### src/rtl/linear_fixed_to_log_unit.sv
// Converts a signed linear fixed-point accumulator word into a packed log-domain word {sign, exp, frac}.
// Latency 2 cycles (two register stages), one word per cycle.
// No backpressure: both stages advance every cycle and outValid follows inValid.
module linear_fixed_to_log_unit #(
  parameter int ACC_NON_FRAC       = 8,
  parameter int ACC_FRAC           = 8,
  parameter int M                  = 4,
  parameter int F                  = 3,
  parameter int LINEAR_TO_LOG_BITS = 8,
  parameter int USE_ADJUST         = 0,
  parameter int ADJUST_EXP_SIZE    = 1,
  parameter int SATURATE_MAX       = 1
) (
  input  logic                             clock,
  input  logic                             reset,
  input  logic                             inValid,
  input  logic [ACC_NON_FRAC+ACC_FRAC-1:0] inAcc,
  input  logic                             inIsInf,
  input  logic [ADJUST_EXP_SIZE-1:0]       adjustExp,
  output logic                             outValid,
  output logic [M+F:0]                     outData,
  output logic                             outIsZero,
  output logic                             outIsInf
);

  localparam int W  = ACC_NON_FRAC + ACC_FRAC;
  localparam int L  = LINEAR_TO_LOG_BITS;
  localparam int TW = F + 2;
  localparam int PW = $clog2(W + 1);
  localparam int EW = ((PW > ADJUST_EXP_SIZE) ? PW : ADJUST_EXP_SIZE) + M + 2;

  localparam logic signed [EW-1:0] MAX_EXP = EW'((1 << (M - 1)) - 1);
  localparam logic signed [EW-1:0] MIN_EXP = EW'(-(1 << (M - 1)));

  // log2(1 + idx/2^L) truncated to TW fraction bits. Digits come from repeated
  // squaring of a 30-bit fixed-point value in [1,2): squaring doubles the log,
  // so each step that lands at >= 2 contributes a one bit.
  function automatic logic [TW-1:0] log_frac(input int idx);
    logic [63:0]   x;
    logic [TW-1:0] r;
    x = 64'((1 << L) + idx) << (30 - L);
    r = '0;
    for (int b = 0; b < TW; b++) begin
      x = (x * x) >> 30;
      if (x >= (64'd1 << 31)) begin
        r = {r[TW-2:0], 1'b1};
        x = x >> 1;
      end else begin
        r = {r[TW-2:0], 1'b0};
      end
    end
    return r;
  endfunction

  logic [TW-1:0] log_table [0:(1<<L)-1];
  for (genvar gi = 0; gi < (1 << L); gi++) begin : g_log_table
    assign log_table[gi] = log_frac(gi);
  end

  // ---------------- stage 1 combinational ----------------
  logic [W:0]             mag;
  logic [PW-1:0]          lead_pos;
  logic [PW-1:0]          shift_amt;
  logic [W-1:0]           below;
  logic [W+L-1:0]         frac_ext;
  logic [L-1:0]           tab_idx;
  logic                   rem_any;
  logic signed [EW-1:0]   exp_raw;

  // Magnitude (one extra bit so the most negative input stays exact), leading-one
  // position, and the left-aligned bits under the leading one.
  always_comb begin
    mag = inAcc[W-1] ? (~{inAcc[W-1], inAcc} + (W+1)'(1)) : {1'b0, inAcc};
    lead_pos = '0;
    for (int i = 0; i <= W; i++) begin
      if (mag[i]) lead_pos = PW'(i);
    end
    shift_amt = PW'(W) - lead_pos;
    below     = W'(mag << shift_amt);
    frac_ext  = {below, {L{1'b0}}};
    tab_idx   = frac_ext[W+L-1 -: L];
    rem_any   = |frac_ext[W-1:0];
    exp_raw   = $signed({{(EW-PW){1'b0}}, lead_pos}) - EW'(ACC_FRAC);
  end

  // ---------------- stage 1 registers ----------------
  logic                       s1_vld;
  logic                       s1_sign;
  logic signed [EW-1:0]       s1_exp;
  logic [TW-1:0]              s1_tab;
  logic                       s1_sticky;
  logic                       s1_zero;
  logic                       s1_inf;
  logic [ADJUST_EXP_SIZE-1:0] s1_adj;

  // Capture sign, exponent, table value and flags. log2(1+k/2^L) is irrational
  // for every k > 0, so the truncated table tail is nonzero exactly when k != 0.
  always_ff @(posedge clock) begin
    if (reset) begin
      s1_vld    <= 1'b0;
      s1_sign   <= 1'b0;
      s1_exp    <= '0;
      s1_tab    <= '0;
      s1_sticky <= 1'b0;
      s1_zero   <= 1'b0;
      s1_inf    <= 1'b0;
      s1_adj    <= '0;
    end else begin
      s1_vld    <= inValid;
      s1_sign   <= inAcc[W-1];
      s1_exp    <= exp_raw;
      s1_tab    <= log_table[tab_idx];
      s1_sticky <= rem_any | (tab_idx != '0);
      s1_zero   <= (mag == '0);
      s1_inf    <= inIsInf;
      s1_adj    <= adjustExp;
    end
  end

  // ---------------- stage 2 combinational ----------------
  logic                 round_up;
  logic [F:0]           q_sum;
  logic [F-1:0]         frac_r;
  logic signed [EW-1:0] exp_rnd;
  logic signed [EW-1:0] adj_ext;
  logic signed [EW-1:0] exp_adj;
  logic [M+F:0]         n_data;
  logic                 n_zero;
  logic                 n_inf;

  // Round to nearest even, apply the exponent offset, then saturate or flush and pack.
  // Exponent MIN_EXP with a zero fraction is the Inf encoding, so that value flushes to zero.
  always_comb begin
    round_up = s1_tab[1] & (s1_tab[0] | s1_sticky | s1_tab[2]);
    q_sum    = {1'b0, s1_tab[TW-1:2]} + (F+1)'(round_up);
    frac_r   = q_sum[F-1:0];
    exp_rnd  = s1_exp + EW'(q_sum[F]);
    adj_ext  = EW'($signed(s1_adj));
    exp_adj  = exp_rnd;
    if (USE_ADJUST != 0) exp_adj = exp_rnd + adj_ext;

    n_data = '0;
    n_zero = 1'b0;
    n_inf  = 1'b0;
    if (s1_inf) begin
      n_inf  = 1'b1;
      n_data = {s1_sign, 1'b1, {(M+F-1){1'b0}}};
    end else if (s1_zero) begin
      n_zero = 1'b1;
    end else if (exp_adj > MAX_EXP) begin
      if (SATURATE_MAX != 0) begin
        n_data = {s1_sign, MAX_EXP[M-1:0], {F{1'b1}}};
      end else begin
        n_inf  = 1'b1;
        n_data = {s1_sign, 1'b1, {(M+F-1){1'b0}}};
      end
    end else if ((exp_adj < MIN_EXP) || ((exp_adj == MIN_EXP) && (frac_r == '0))) begin
      n_zero = 1'b1;
    end else begin
      n_data = {s1_sign, exp_adj[M-1:0], frac_r};
    end
  end

  // ---------------- stage 2 registers ----------------
  // Output register; valid tracks stage-1 valid one cycle later.
  always_ff @(posedge clock) begin
    if (reset) begin
      outValid  <= 1'b0;
      outData   <= '0;
      outIsZero <= 1'b0;
      outIsInf  <= 1'b0;
    end else begin
      outValid  <= s1_vld;
      outData   <= n_data;
      outIsZero <= n_zero;
      outIsInf  <= n_inf;
    end
  end

endmodule

### config.mk
export PLATFORM = sky130hd
export DESIGN_NAME = linear_fixed_to_log_unit
export DESIGN_NICKNAME = d
export VERILOG_FILES = /design/src/rtl/linear_fixed_to_log_unit.sv
export SDC_FILE = /design/constraint.sdc
export NUM_CORES = 1
export LEC_CHECK = 0
export BUFFER_PORTS_ARGS = -buffer_cell sky130_fd_sc_hd__buf_4
export CAP_MARGIN = 20
export CELL_PAD_IN_SITES_DETAIL_PLACEMENT = 0
export CELL_PAD_IN_SITES_GLOBAL_PLACEMENT = 1
export CORE_MARGIN = 2
export CORE_UTILIZATION = 45
export CTS_CLUSTER_SIZE = 28
export DETAILED_ROUTE_END_ITERATION = 7
export PLACE_DENSITY_LB_ADDON = 0.08
export SKIP_LAST_GASP = 1
export SYNTH_ARGS = -nofsm -noshare
export SYNTH_HDL_FRONTEND = slang
export SYNTH_SLANG_ARGS = --single-unit
### constraint.sdc
create_clock -name clock -period 7.5 [get_ports clock]
set_clock_uncertainty 0.15 [all_clocks]
set_input_delay 0.375 -clock clock [delete_from_list [all_inputs] [get_ports clock]]
set_output_delay 0.375 -clock clock [all_outputs]
set_load 0.05 [all_outputs]
==> flow_summary.toml <==
[synth]
yosysWarningCount = 0
synthXorXnorAreaFrac_pct = 4.200
synth_simple_gate_area_share_pct = 29.26
synth_top_area_cell = "dfxtp_1"
synthArstFlopShare_pct = 0
synth.most_common_cell = "nor2_1"
ys_top_cells_by_count = "nor2_1 (45), o21ai_0 (30), nand2_1 (28), dfxtp_1 (26), nand3_1 (25)"
synth_top_area_share_pct = 14.68
synthesis.area_um2 = 3545
synth_fa_ha_area_share_pct = 2.683
synth_top_family_by_area = "compound AO/OA/AOI/OAI gates"
synth_area_leaders = "dfxtp_1 (15%), nor2_1 (4.8%), o21ai_0 (4.2%)"
synth_cell_type_count = 90
ys.flop_type = "dfxtp_1"
syn-num-nets = 505
avgSynthCellArea_um2 = 7.416
ys_seq_area_share_pct = 14.68
synth_edf_count = 0
ys_ff_latch = 26
syn_inst = 478
synth_compound_area_share_pct = 37.84
synth_mux_area_share_pct = 4.801

[floorplan]
dieArea_um2 = 8603
die_w_um = 92.75
core_um2 = 7687
initial_utilization_pct = 46.11
pin_count = 32
die_y_um = 92.75
rows = 32

[clock_network]
ctsHoldBuffers = 0
tritoncts = "yes"
cts_root_buf = "clkbuf_8"
h-tree-depth = 1
cts_inserted_buffers = 3
clk_latency_ps = 270
cts_buffer_depth = 2
cts_resized = 0
clock_sinks = 26
path_clk_slew_ps = 80
post-cts-setup-buffer-count = 0

[finish]
nets = 507
syn_to_final_growth_pct = 7.342
drive_gt1_share_pct = 15.87
num_antenna_cells = 0

[pwr]
leakagePower_nw = 1.387
power_density_nw_per_um2 = 195.1
irDropWorstVdd_uv = 112.4

[place]
port_buffers = 30
hpwl_um = 7787
gp_congestion = 0.8689

[setup_path]
crit_fanout = 21
max_stage_delay_ps = 680
r2r_setup_slack_ps = 4700
crit_required_ps = 7500
cpLargestDelayFamily = "simple AND/OR/NAND/NOR gates"
slowest_stage = "or4_1"
crit_chain = "buf_4 > inv_1 > ha_1 > or3b_1 > or4_1 > a21oi_2 > or3_4 > nand2_4 > nor2_4 > clkinv_2 > ha_1 > o21ai_0 > o221a_1 > nor3_1 > or3_1 > o2111a_1 > o31a_1 > nor4_1 > and4b_1 > a211oi_1 > nor4_2"
path_class = "input port to flop"
cp-start-kind = "input port"
critPathArrivalTime_ps = 6390
cp-end-kind = "flop"
crit_buf_inv = 3
cpMostUsedCell = "ha_1"

[sta]
whs_ps = 170.3
setup_viol = 0
rsz0062_at_grt = "false"
layout_worst_path_cycle_share_pct = 85.21
fmax_ghz = 0.1565
tightestPinTransition_ps = 726.2
slew_headroom_pct = 51.22
drv_slew = 0
period_minus_slack_ps = 6391
hold_violations = 0
fin_tns_setup_ps = 0

[run_status]
status = "completed"

[global_route]
grt_pass1_wl_um = 16890
met1_usage_pct = 35.94
busiest_layer = "met2"
met3_usage_pct = 1.302
grt_use_met2_pct = 37.77
grt_pass1_vias = 3326
grt_max_degree = 37
antenna_found_initial = 0
grt_overflow = 0
track_usage_pct = 23.72

[routing]
wirelength_um = 10250
remaining_drc_errors = 0
drt.antenna.violating_nets = 0
via_per_inst = 6.499
vias = 3776
drt-pass1-iter-count = 5
wire_per_inst_um = 17.64
drtIter0Drc = 235

[job]
drv_cap = 0

[min_path]
hold_path.class = "input port to flop"
routing by layer:
metal  wire, µm  vias to the layer above  share of wire, %
li1           -                     1857                 -
met3        561                        9               5.5
met4         98                        0              0.96
met2       4633                      109                45
met1       4954                     1801                48
met5          0                        -                 0
per-stage QoR:
step,cells,instance area [µm²],utilization (%),worst slack (ps),power [mW]
CTS,581,3805,49.50,1186,0.7357
global route,581,3805,49.50,720.9,0.8000
floorplan,478,3545,-,1904,0.5494
global placement,577,3750,48.78,949.2,0.6465
detailed placement,577,3750,48.78,908.3,0.6477
finish,581,3805,49.50,1109,0.7425
cell usage in the layout (no fill, tap or decap), types with 4 or more instances in the layout:
master	count
nor2_1	45
buf_4	35
o21ai_0	30
nand2_1	28
dfxtp_1	26
nand3_1	25
a21oi_1	24
nor3_1	17
nor4_1	12
and2_1	11
a211oi_1	11
o31ai_1	11
inv_1	10
xnor2_1	10
mux2i_1	8
o21a_1	8
a31oi_1	7
xor2_1	7
nor2b_1	7
or3_1	6
ha_1	6
or4_1	5
or2_2	5
o211ai_1	5
a211o_1	5
a21o_1	5
and3_1	4
nor4_2	4
o21ai_1	4
a21oi_2	4
o31a_1	4
clkbuf_8	4
logic make-up (layout without fill, tap and decap cells):
kind of cell	Yosys count	count (layout)
AOI/OAI and AO/OA	176	176
xor gates and xnor gates	17	17
adders and majority gates	8	8
buffers and inverters	50	51
DFF	26	26
muxes	13	13
and+or+nand+nor	188	188
final cells by class:
| class | instances | area (µm²) |
|---|---|---|
| Fill cell | 812 | 3882 |
| Multi-Input combinational cell | 402 | 2793 |
| Sequential cell | 26 | 520.5 |
| Timing Repair Buffer | 35 | 262.8 |
| Tap cell | 102 | 127.6 |
| Clock buffer | 4 | 55.05 |
| Inverter | 12 | 46.29 |
final timing paths:
kind | startpoint | to | cells after the start
worst max-delay path | inAcc[0] | s1_tab[1]$_SDFF_PP0_ | 21
worst max register to register | s1_tab[1]$_SDFF_PP0_ | outData[2]$_SDFF_PP0_ | 12
worst min register to register | s1_vld$_SDFF_PP0_ | outValid$_SDFF_PP0_ | 1
worst min-delay path | inValid | s1_vld$_SDFF_PP0_ | 2
power breakdown:
group          internal, mW  switching [mW]  leakage [nW]  total (mW)
clock network        0.0469          0.0395        0.0288      0.0864
logic                 0.182           0.311          1.14       0.493
registers             0.156         0.00706         0.214       0.163
flip-flops by register name, summed over array words and instances (netlist names):
register,flops
outData,8
s1_exp,5
s1_tab,5
outIsInf,1
outIsZero,1
outValid,1
s1_inf,1
s1_sign,1
s1_sticky,1
s1_vld,1
s1_zero,1
Note: power is estimated with default switching activity, not from simulation.
